### config.mk
export PLATFORM = sky130hd
export DESIGN_NAME = param_memory_loader_flat
export DESIGN_NICKNAME = d
export VERILOG_FILES = /design/src/rtl/param_memory_loader_if.sv /design/src/rtl/param_memory_loader.sv /design/src/flat_wrapper.sv
export SDC_FILE = /design/constraint.sdc
export NUM_CORES = 1
export LEC_CHECK = 0
export ABC_AREA = 1
export CAP_MARGIN = 10
export CORE_ASPECT_RATIO = 2
export CORE_MARGIN = 1.5
export CORE_UTILIZATION = 52
export DETAILED_ROUTE_END_ITERATION = 7
export PLACE_DENSITY_LB_ADDON = 0.08
export REMOVE_ABC_BUFFERS = 1
export SETUP_SLACK_MARGIN = 0.5
export SLEW_MARGIN = 20
export SYNTH_ARGS = -nofsm -noshare
export SYNTH_HDL_FRONTEND = slang
export SYNTH_SLANG_ARGS = --single-unit
### constraint.sdc
create_clock -name clk -period 20.9 [get_ports clk]
set_clock_uncertainty 0.05 [all_clocks]
set_input_delay 2.09 -clock clk [delete_from_list [all_inputs] [get_ports clk]]
set_output_delay 2.09 -clock clk [all_outputs]
set_load 0.005 [all_outputs]
### src/rtl/param_memory_loader_if.sv
// rtl/param_memory_loader_if.sv - bus bundle for the parameter memory loader
//
// Groups every non-clock/reset signal of param_memory_loader.
//   master : drives write/stream/clear/read requests, observes status and data
//   slave  : the memory itself
// Signals:
//   data_in, addr, write_enable      random-write path (data_in shared with stream)
//   burst_start, s_valid, s_ready    sequential stream loader handshake
//   clear                            sequential clear request
//   rd_en, rd_addr, data_out, rd_valid  registered read port
//   wr_ptr, load_done, busy, addr_err   status
//   all_data_out                     flat view of every entry, entry j at [j*N +: N]
interface param_memory_loader_if #(
  parameter int M  = 66,
  parameter int N  = 8,
  parameter int AW = $clog2(M)
) ();
  logic [N-1:0]   data_in;
  logic [AW-1:0]  addr;
  logic           write_enable;
  logic           burst_start;
  logic           s_valid;
  logic           s_ready;
  logic           clear;
  logic           rd_en;
  logic [AW-1:0]  rd_addr;
  logic [N-1:0]   data_out;
  logic           rd_valid;
  logic [AW-1:0]  wr_ptr;
  logic           load_done;
  logic           busy;
  logic           addr_err;
  logic [M*N-1:0] all_data_out;

  modport master (
    output data_in, addr, write_enable, burst_start, s_valid, clear, rd_en, rd_addr,
    input  s_ready, data_out, rd_valid, wr_ptr, load_done, busy, addr_err, all_data_out
  );

  modport slave (
    input  data_in, addr, write_enable, burst_start, s_valid, clear, rd_en, rd_addr,
    output s_ready, data_out, rd_valid, wr_ptr, load_done, busy, addr_err, all_data_out
  );
endinterface

### src/rtl/param_memory_loader.sv
// rtl/param_memory_loader.sv - M x N register memory with random, stream and clear write paths
//
// Ports:
//   clk    rising-edge clock
//   reset  asynchronous active-high reset, returns everything to zero / IDLE
//   bus    param_memory_loader_if.slave
//            random writes   : write_enable, addr, data_in
//            stream loader   : burst_start, s_valid, s_ready, data_in, wr_ptr, load_done
//            clear           : clear, busy, wr_ptr
//            read port       : rd_en, rd_addr -> data_out, rd_valid (1-cycle latency)
//            error           : addr_err (sticky until reset or clear)
//            flat view       : all_data_out
module param_memory_loader #(
  parameter int M  = 66,
  parameter int N  = 8,
  parameter int AW = $clog2(M)
) (
  input  logic                 clk,
  input  logic                 reset,
  param_memory_loader_if.slave bus
);

  typedef enum logic [1:0] {
    IDLE  = 2'd0,
    LOAD  = 2'd1,
    FULL  = 2'd2,
    CLEAR = 2'd3
  } state_t;

  // One extra bit so the bound is representable even when M is a power of two.
  localparam logic [AW:0]   DEPTH = (AW+1)'(M);
  localparam logic [AW-1:0] LAST  = AW'(M - 1);

  state_t         state, state_next;
  logic [AW-1:0]  ptr, ptr_next;
  logic           load_done, load_done_next;
  logic           busy, busy_next;
  logic           addr_err, addr_err_next;

  logic           mem_we;
  logic [AW-1:0]  mem_waddr;
  logic [N-1:0]   mem_wdata;

  logic [N-1:0]   mem [M];
  logic [N-1:0]   data_out;
  logic           rd_valid;

  logic           wr_in_range;
  logic           rd_in_range;

  assign wr_in_range = ({1'b0, bus.addr}    < DEPTH);
  assign rd_in_range = ({1'b0, bus.rd_addr} < DEPTH);

  // State and status registers.
  always_ff @(posedge clk or posedge reset) begin
    if (reset) begin
      state     <= IDLE;
      ptr       <= '0;
      load_done <= 1'b0;
      busy      <= 1'b0;
      addr_err  <= 1'b0;
    end else begin
      state     <= state_next;
      ptr       <= ptr_next;
      load_done <= load_done_next;
      busy      <= busy_next;
      addr_err  <= addr_err_next;
    end
  end

  // Next-state and write-port decode. Priority: clear > burst_start > beat > write_enable.
  always_comb begin
    state_next     = state;
    ptr_next       = ptr;
    load_done_next = load_done;
    busy_next      = busy;
    addr_err_next  = addr_err;
    mem_we         = 1'b0;
    mem_waddr      = ptr;
    mem_wdata      = '0;

    if (bus.clear) begin
      // Clear also wins over an out-of-range read in the same cycle: the flag is wiped.
      state_next     = CLEAR;
      ptr_next       = '0;
      busy_next      = 1'b1;
      load_done_next = 1'b0;
      addr_err_next  = 1'b0;
    end else begin
      case (state)
        IDLE, FULL: begin
          if (bus.burst_start) begin
            state_next     = LOAD;
            ptr_next       = '0;
            load_done_next = 1'b0;
          end else if (bus.write_enable) begin
            if (wr_in_range) begin
              mem_we    = 1'b1;
              mem_waddr = bus.addr;
              mem_wdata = bus.data_in;
            end else begin
              addr_err_next = 1'b1;
            end
          end
        end

        LOAD: begin
          if (bus.burst_start) begin
            // Restart: the beat presented this cycle is dropped.
            ptr_next = '0;
          end else if (bus.s_valid) begin
            mem_we    = 1'b1;
            mem_waddr = ptr;
            mem_wdata = bus.data_in;
            if (ptr == LAST) begin
              ptr_next       = '0;
              load_done_next = 1'b1;
              state_next     = FULL;
            end else begin
              ptr_next = ptr + AW'(1);
            end
          end
        end

        CLEAR: begin
          mem_we    = 1'b1;
          mem_waddr = ptr;
          mem_wdata = '0;
          if (ptr == LAST) begin
            ptr_next   = '0;
            busy_next  = 1'b0;
            state_next = IDLE;
          end else begin
            ptr_next = ptr + AW'(1);
          end
        end

        default: state_next = IDLE;
      endcase

      if (bus.rd_en && !rd_in_range) begin
        addr_err_next = 1'b1;
      end
    end
  end

  // Storage array: single write port shared by all three write paths.
  always_ff @(posedge clk or posedge reset) begin
    if (reset) begin
      for (int i = 0; i < M; i++) begin
        mem[i] <= '0;
      end
    end else if (mem_we) begin
      mem[mem_waddr] <= mem_wdata;
    end
  end

  // Registered read; samples the array before this edge's write lands.
  always_ff @(posedge clk or posedge reset) begin
    if (reset) begin
      data_out <= '0;
      rd_valid <= 1'b0;
    end else begin
      rd_valid <= bus.rd_en;
      if (bus.rd_en) begin
        data_out <= rd_in_range ? mem[bus.rd_addr] : '0;
      end
    end
  end

  for (genvar j = 0; j < M; j++) begin : g_flat
    assign bus.all_data_out[j*N +: N] = mem[j];
  end

  assign bus.s_ready   = (state == LOAD);
  assign bus.data_out  = data_out;
  assign bus.rd_valid  = rd_valid;
  assign bus.wr_ptr    = ptr;
  assign bus.load_done = load_done;
  assign bus.busy      = busy;
  assign bus.addr_err  = addr_err;

endmodule

### src/flat_wrapper.sv
// flat-port wrapper written by rule: the top's interface ports become plain ports
module param_memory_loader_flat 
#(
  parameter int M  = 66,
  parameter int N  = 8,
  parameter int AW = $clog2(M)
)
  (clk, reset, bus_data_in, bus_addr, bus_write_enable, bus_burst_start, bus_s_valid, bus_clear, bus_rd_en, bus_rd_addr, bus_s_ready, bus_data_out, bus_rd_valid, bus_wr_ptr, bus_load_done, bus_busy, bus_addr_err, bus_all_data_out);
  param_memory_loader_if #(.M(M), .N(N), .AW(AW)) bus_i ();
  input  logic clk;
  input  logic reset;
  input wire logic [$bits(bus_i.data_in)-1:0] bus_data_in;
  input wire logic [$bits(bus_i.addr)-1:0] bus_addr;
  input wire logic [$bits(bus_i.write_enable)-1:0] bus_write_enable;
  input wire logic [$bits(bus_i.burst_start)-1:0] bus_burst_start;
  input wire logic [$bits(bus_i.s_valid)-1:0] bus_s_valid;
  input wire logic [$bits(bus_i.clear)-1:0] bus_clear;
  input wire logic [$bits(bus_i.rd_en)-1:0] bus_rd_en;
  input wire logic [$bits(bus_i.rd_addr)-1:0] bus_rd_addr;
  output wire logic [$bits(bus_i.s_ready)-1:0] bus_s_ready;
  output wire logic [$bits(bus_i.data_out)-1:0] bus_data_out;
  output wire logic [$bits(bus_i.rd_valid)-1:0] bus_rd_valid;
  output wire logic [$bits(bus_i.wr_ptr)-1:0] bus_wr_ptr;
  output wire logic [$bits(bus_i.load_done)-1:0] bus_load_done;
  output wire logic [$bits(bus_i.busy)-1:0] bus_busy;
  output wire logic [$bits(bus_i.addr_err)-1:0] bus_addr_err;
  output wire logic [$bits(bus_i.all_data_out)-1:0] bus_all_data_out;
  assign bus_i.data_in = bus_data_in;
  assign bus_i.addr = bus_addr;
  assign bus_i.write_enable = bus_write_enable;
  assign bus_i.burst_start = bus_burst_start;
  assign bus_i.s_valid = bus_s_valid;
  assign bus_i.clear = bus_clear;
  assign bus_i.rd_en = bus_rd_en;
  assign bus_i.rd_addr = bus_rd_addr;
  assign bus_s_ready = bus_i.s_ready;
  assign bus_data_out = bus_i.data_out;
  assign bus_rd_valid = bus_i.rd_valid;
  assign bus_wr_ptr = bus_i.wr_ptr;
  assign bus_load_done = bus_i.load_done;
  assign bus_busy = bus_i.busy;
  assign bus_addr_err = bus_i.addr_err;
  assign bus_all_data_out = bus_i.all_data_out;
  param_memory_loader #(.M(M), .N(N), .AW(AW)) u_core (.clk(clk), .reset(reset), .bus(bus_i));
endmodule
==> impl_metrics.tcl, run 1 <==
set metrics [dict create \
    root_buffer "clkbuf_16" \
    ys_warn_count 0 \
    finalCritPeriodShare 0.250 \
    worst_setup_path_start_kind "input port" \
    rows 118 \
    drive_above_1_share 0.0485 \
    initial_core_util 0.526 \
    synth_largest_area_cell "dfrtp_1" \
    detail_route.first_pass.iterations 6 \
    arrival_ps 5660 \
    drv_cap 0 \
    tightest_slew_ps 1230 \
    setup_ws_ps 15670 \
    die_w_microns 165 \
    route.detailed.drc 0 \
    synth_top_area_share 0.504 \
    syn_inst 3846 \
    area.growth.synth_to_final_pct 28.8 \
    dr.first_iter.drc_count 3640 \
    ys_dominant_reg_cell "dfrtp_1" \
    relSlewSlack 0.176 \
    cts_sinks 549 \
    synth_fa_ha_area_frac 0.000918 \
    grt_use_total 0.439 \
    setup_tns_ps 0 \
    grt-ovfl-total 0 \
    fp.dieH_microns 327 \
    synth_xor_area_frac 0 \
    via_count 29400 \
    synthTopCellsByCount "nand2_1, dfrtp_1, nor2_1, nand3_1, clkbuf_1" \
    clock_path_buffers 3 \
    nets 4343 \
    pin_count 577 \
    ys_seq_area_frac 0.504 \
    syn_area_sq_um 27300 \
    synth-simple-area-share 0.413 \
    status "finished clean" \
    setup-violations-final 0 \
    post-cts-setup-buffers 0 \
    wl_per_cell_microns 23.7 \
    portBuffers 576 \
    crit_path_end_kind "flip-flop" \
    cts_max_level 2 \
    die_area_sq_um 53900 \
    synthArstFlopShare 1.00 \
    fillers 4542 \
    design.core.area_sq_um 51800 \
    place_congestion 0.972 \
    multiInputGateArea_sq_um 12500 \
    rsz0062_at_grt "false" \
    path_class "in2reg" \
    wl_microns 119000 \
    crit_fanout 40 \
    post_cts_resized 0 \
    dp_hpwl_microns 81700 \
    design_area_sq_um 35100 \
    hp-class "reg2reg" \
    synth_edf_count 0 \
    grt_pass1_vias 27600 \
    synth_compound_area_frac 0.0416 \
    synth.area.top_cells "dfrtp_1, nand2_1, nand3_1" \
    maxSlewViolCount 0 \
    synth_seq_cells 549 \
    grt_antenna_before_repair 1 \
    regArea_sq_um 13700 \
    crit_required_ps 21330 \
    muxShareOfSynthArea 0 \
    cts.hold.buffers_added 0 \
    cts_tree "yes" \
    post-route-min-period_ps 5230 \
    synth_top_family_by_area "simple AND/OR/NAND/NOR gates" \
    clk_latency_ps 610 \
    antenna_left 0 \
    place_area_sq_um 33500 \
    grt_pass1_wl_microns 174000 \
    syn_area_per_cell_sq_um 7.09 \
    vdd_drop_max_mv 0.112 \
    max_freq_mhz 191 \
    grt_start_max_net_pins 188 \
    avgViaCountPerCell 5.86 \
    clk_pin_slew_ps 70 \
    p_leak_nw 17.7 \
    synth_cell_types 31 \
    p_per_area_nw_per_um2 67.7 \
    finalHoldViolCount 0 \
    cts_buffers 49 \
    synth.most_common_cell "nand2_1" \
    dp_slack_ps 15220 \
]
[worst max-delay path: stages]
cell             delay [ps]
clkdlybuf4s50_1         470
nor2_1                  150
nand3_1                 100
nand2_2                 170
nand2_1                 130
a21oi_4                 130
buf_4                   410
inv_2                   210
nor3_2                 1000
nand2_1                 500
nand2_1                 170
nand2_1                  70
[cell type report]
class,instances,area share
clock inverter,18,0.00492
antenna,2,0.000143
timing repair buffer,614,0.173
inverter,92,0.0103
clock buffer,73,0.0410
multi-input combinational,3006,0.356
sequential,549,0.391
tap,660,0.0235
[worst paths after layout]
path	from	end	slack [ps]	cells past startpoint
worst max-delay path	bus_addr[3]	u_core.bus.all_data_out[213]$_DFFE_PP0P_	15670	12
worst min register to register	u_core.bus.all_data_out[101]$_DFFE_PP0P_	u_core.bus.all_data_out[101]$_DFFE_PP0P_	450	2
min in group asynchronous	reset	u_core.bus.all_data_out[108]$_DFFE_PP0P_	1980	2
worst max register to register	u_core.state[0]$_DFFE_PP0P_	u_core.bus.all_data_out[213]$_DFFE_PP0P_	17320	11
max in group asynchronous	reset	u_core.bus.all_data_out[455]$_DFFE_PP0P_	16640	4
worst min-delay path	u_core.bus.all_data_out[101]$_DFFE_PP0P_	u_core.bus.all_data_out[101]$_DFFE_PP0P_	450	2
[through the flow]
step                      cells  power (mW)   util  hold WS, ps
final                      5014        2.38  0.678          450
after global routing       5012        2.43  0.678          461
after CTS                  5012        2.36  0.677          445
after detailed placement   4921        1.44  0.646          420
after global placement     4921        1.44  0.646          426
after floorplan            3647        1.27      -          422
[logic make-up (layout without fill, tap and decap cells)]
| group | after synthesis | count (layout) |
|---|---|---|
| DFF | 549 | 549 |
| AOI/OAI and AO/OA | 215 | 215 |
| other | 0 | 2 |
| buffers and inverters | 291 | 797 |
| and+or+nand+nor | 2789 | 2789 |
| adders and majority gates | 2 | 2 |
[where the power goes]
group	internal [mW]	switching [mW]	total [mW]
Combinational	0.0843	0.247	0.331
Clock	0.515	0.434	0.949
Sequential	1.08	0.0191	1.10
[state kept, by name, summed over array words and instances (netlist names)]
signal	cells
u_core.bus.data_out	8
u_core.bus.wr_ptr	7
u_core.bus.rd_valid	1
u_core.bus.all_data_out	528
u_core.bus.busy	1
u_core.bus.load_done	1
u_core.bus.addr_err	1
u_core.state	2
[metal layers]
metal,track usage,vias to the layer above,wire (microns)
met5,0,-,0
met4,0.360,0,11700
li1,-,13000,-
met3,0.0861,477,12300
met2,0.681,2046,54300
met1,0.522,13800,40400
[cell usage in the layout (no fill, tap or decap), types with 9 or more instances in the layout]
cell type	count
nand2_1	2003
clkdlybuf4s50_1	574
dfrtp_1	549
nor2_1	325
nand3_1	295
o21ai_0	139
inv_1	83
nand4_1	71
clkbuf_16	51
a21oi_1	50
nor2_2	48
buf_4	36
nor2_4	14
clkbuf_1	14
clkinv_2	13
o211ai_1	12
clkbuf_8	9
(Power assumes the default switching activity.)
==> run 2: changes to the inputs <==
Settings changed: CORE_UTILIZATION 52 to 47.
Clock period 20.9 ns to 4.2 ns, I/O delays scaled along.
==> run 2 against run 1 <==
- design area is 2.5% higher
- hold slack got worse by 200 ps
- setup slack got worse by 15000 ps
- critical path depth down 2
- non-clock buffer count is 48 higher
- register-to-register slack lost 16000 ps
- sequential share of layout area shrank 0.95 points
- sequential cell count did not move
- cell count up 2.8%
- first-iteration DRC count decreased by 18%
==> impl_metrics.tcl, run 2 (same netlist as run 1, synthesis figures left out) <==
set metrics [dict create \
    setup_tns_ps 0 \
    largest_reg_flops 528 \
    clock_path_buffers 3 \
    pin_count 577 \
    post_cts_resized 0 \
    rsz0062_at_grt "false" \
    maxSlewViolCount 0 \
    grt_antenna_before_repair 0 \
    diodes 0 \
    cts.hold.buffers_added 0 \
    cts_buffers 49 \
    max_freq_mhz 309 \
    place_congestion 1.03 \
    wl_per_cell_microns 23.7 \
    grt_use_total 0.404 \
    clk_pin_slew_ps 70 \
    cts_sinks 549 \
    rows 124 \
    drive_above_1_share 0.0605 \
    hp-class "in2async" \
    status "finished clean" \
    arrival_ps 3690 \
    p_leak_nw 18.1 \
    p_per_area_nw_per_um2 340 \
    cts_max_level 2 \
    max_stage_delay_ps 910 \
    worst_setup_path_start_kind "flip-flop" \
    dp_hpwl_microns 86300 \
    grt_pass1_vias 27300 \
    area.growth.synth_to_final_pct 32.0 \
    finalHoldViolCount 0 \
    grt_pass1_wl_microns 179000 \
    grt_start_max_net_pins 99 \
    route.detailed.drc 0 \
    dr.first_iter.drc_count 2995 \
    drv_cap 0 \
    detail_route.first_pass.iterations 7 \
    initial_core_util 0.476 \
    tightest_slew_ps 1070 \
    crit_path_end_kind "flip-flop" \
    cts_tree "yes" \
    vdd_drop_max_mv 0.383 \
    design.core.area_sq_um 57200 \
    grt-ovfl-total 0 \
    wl_microns 122000 \
    antenna_left 0 \
    setup-violations-final 0 \
    post-route-min-period_ps 3240 \
    relSlewSlack 0.284 \
    layout_commonest_cell "nand2_1" \
    worstPathCellList "inv_2 > nor2_1 > o21ai_1 > nand2_1 > a21oi_4 > inv_2 > nor3_2 > nand2_1 > nand2_1 > nand2_1" \
    portBuffers 576 \
    path_class "reg2reg" \
    crit_path_frequent_cell "nand2_1" \
    clk_latency_ps 620 \
    finalCritPeriodShare 0.770 \
    dp_cells 5065 \
    final_cell_mix "nand2_1, clkdlybuf4s50_1, dfrtp_1" \
    fp.dieH_microns 344 \
    die_w_microns 173 \
    avgViaCountPerCell 5.61 \
    nets 4391 \
    crit_fanout 11 \
    total_power_mw 12.2 \
    die_area_sq_um 59600 \
    root_buffer "clkbuf_16" \
    crit_required_ps 4650 \
    post-cts-setup-buffers 0 \
    cpMaxStageDelayCell "nor3_2" \
    via_count 28900 \
    finalNonFillerCells 5156 \
]
==> run 2: worst max-delay path: cells and delay by family (launching register included) <==
family,cells,cell delay (ps)
AOI/OAI and AO/OA,2,490
and+or+nand+nor,6,1810
DFF,1,430
buffers and inverters,2,330
==> run 2: report_power, final <==
part | internal [mW] | switching, mW | total, mW | leakage (nW)
registers | 5.37 | 0.0915 | 5.46 | 7.65
logic | 0.490 | 1.25 | 1.74 | 9.60
clock network | 2.82 | 2.21 | 5.03 | 0.861
==> run 2: per-layer routing <==
| metal | GRT usage | vias up | part of all wire |
|---|---|---|---|
| met5 | 0 | - | 0 |
| met4 | 0.297 | 0 | 0.083 |
| met3 | 0.0913 | 372 | 0.099 |
| met2 | 0.657 | 1792 | 0.47 |
| met1 | 0.469 | 13600 | 0.35 |
| li1 | - | 13100 | - |
==> run 2: final timing paths <==
check / startpoint / to / slack [ps] / cells after the start
setup reg to reg: u_core.state[0]$_DFFE_PP0P_ / u_core.bus.all_data_out[231]$_DFFE_PP0P_ / 960 / 10
hold reg to reg: u_core.bus.data_out[0]$_DFFE_PP0P_ / u_core.bus.data_out[0]$_DFFE_PP0P_ / 440 / 2
setup / recovery: u_core.state[0]$_DFFE_PP0P_ / u_core.bus.all_data_out[231]$_DFFE_PP0P_ / 960 / 10
hold / removal: reset / u_core.bus.all_data_out[428]$_DFFE_PP0P_ / 250 / 2
max in group asynchronous: reset / u_core.bus.all_data_out[470]$_DFFE_PP0P_ / 2690 / 3
min in group clk: bus_rd_en / u_core.bus.rd_valid$_DFF_PP0_ / 300 / 1
==> run 2: through the flow <==
step	worst slack (ps)	hold WS, ps	cell area, sq um	util
after floorplan	-11620	401	26500	-
after global placement	524	417	34200	0.598
after detailed placement	460	419	34200	0.598
after CTS	1000	266	36000	0.629
after global routing	824	296	36000	0.629
final	965	247	36000	0.629
==> run 2: area by class of cell <==
class,instances,area (sq um)
Clock buffer,62,1370
Clock inverter,29,387
Timing Repair Buffer,662,6700
Inverter,92,360
Sequential cell,549,13700
Fill cell,5155,21300
Multi-Input combinational cell,3006,12500
Tap cell,756,946
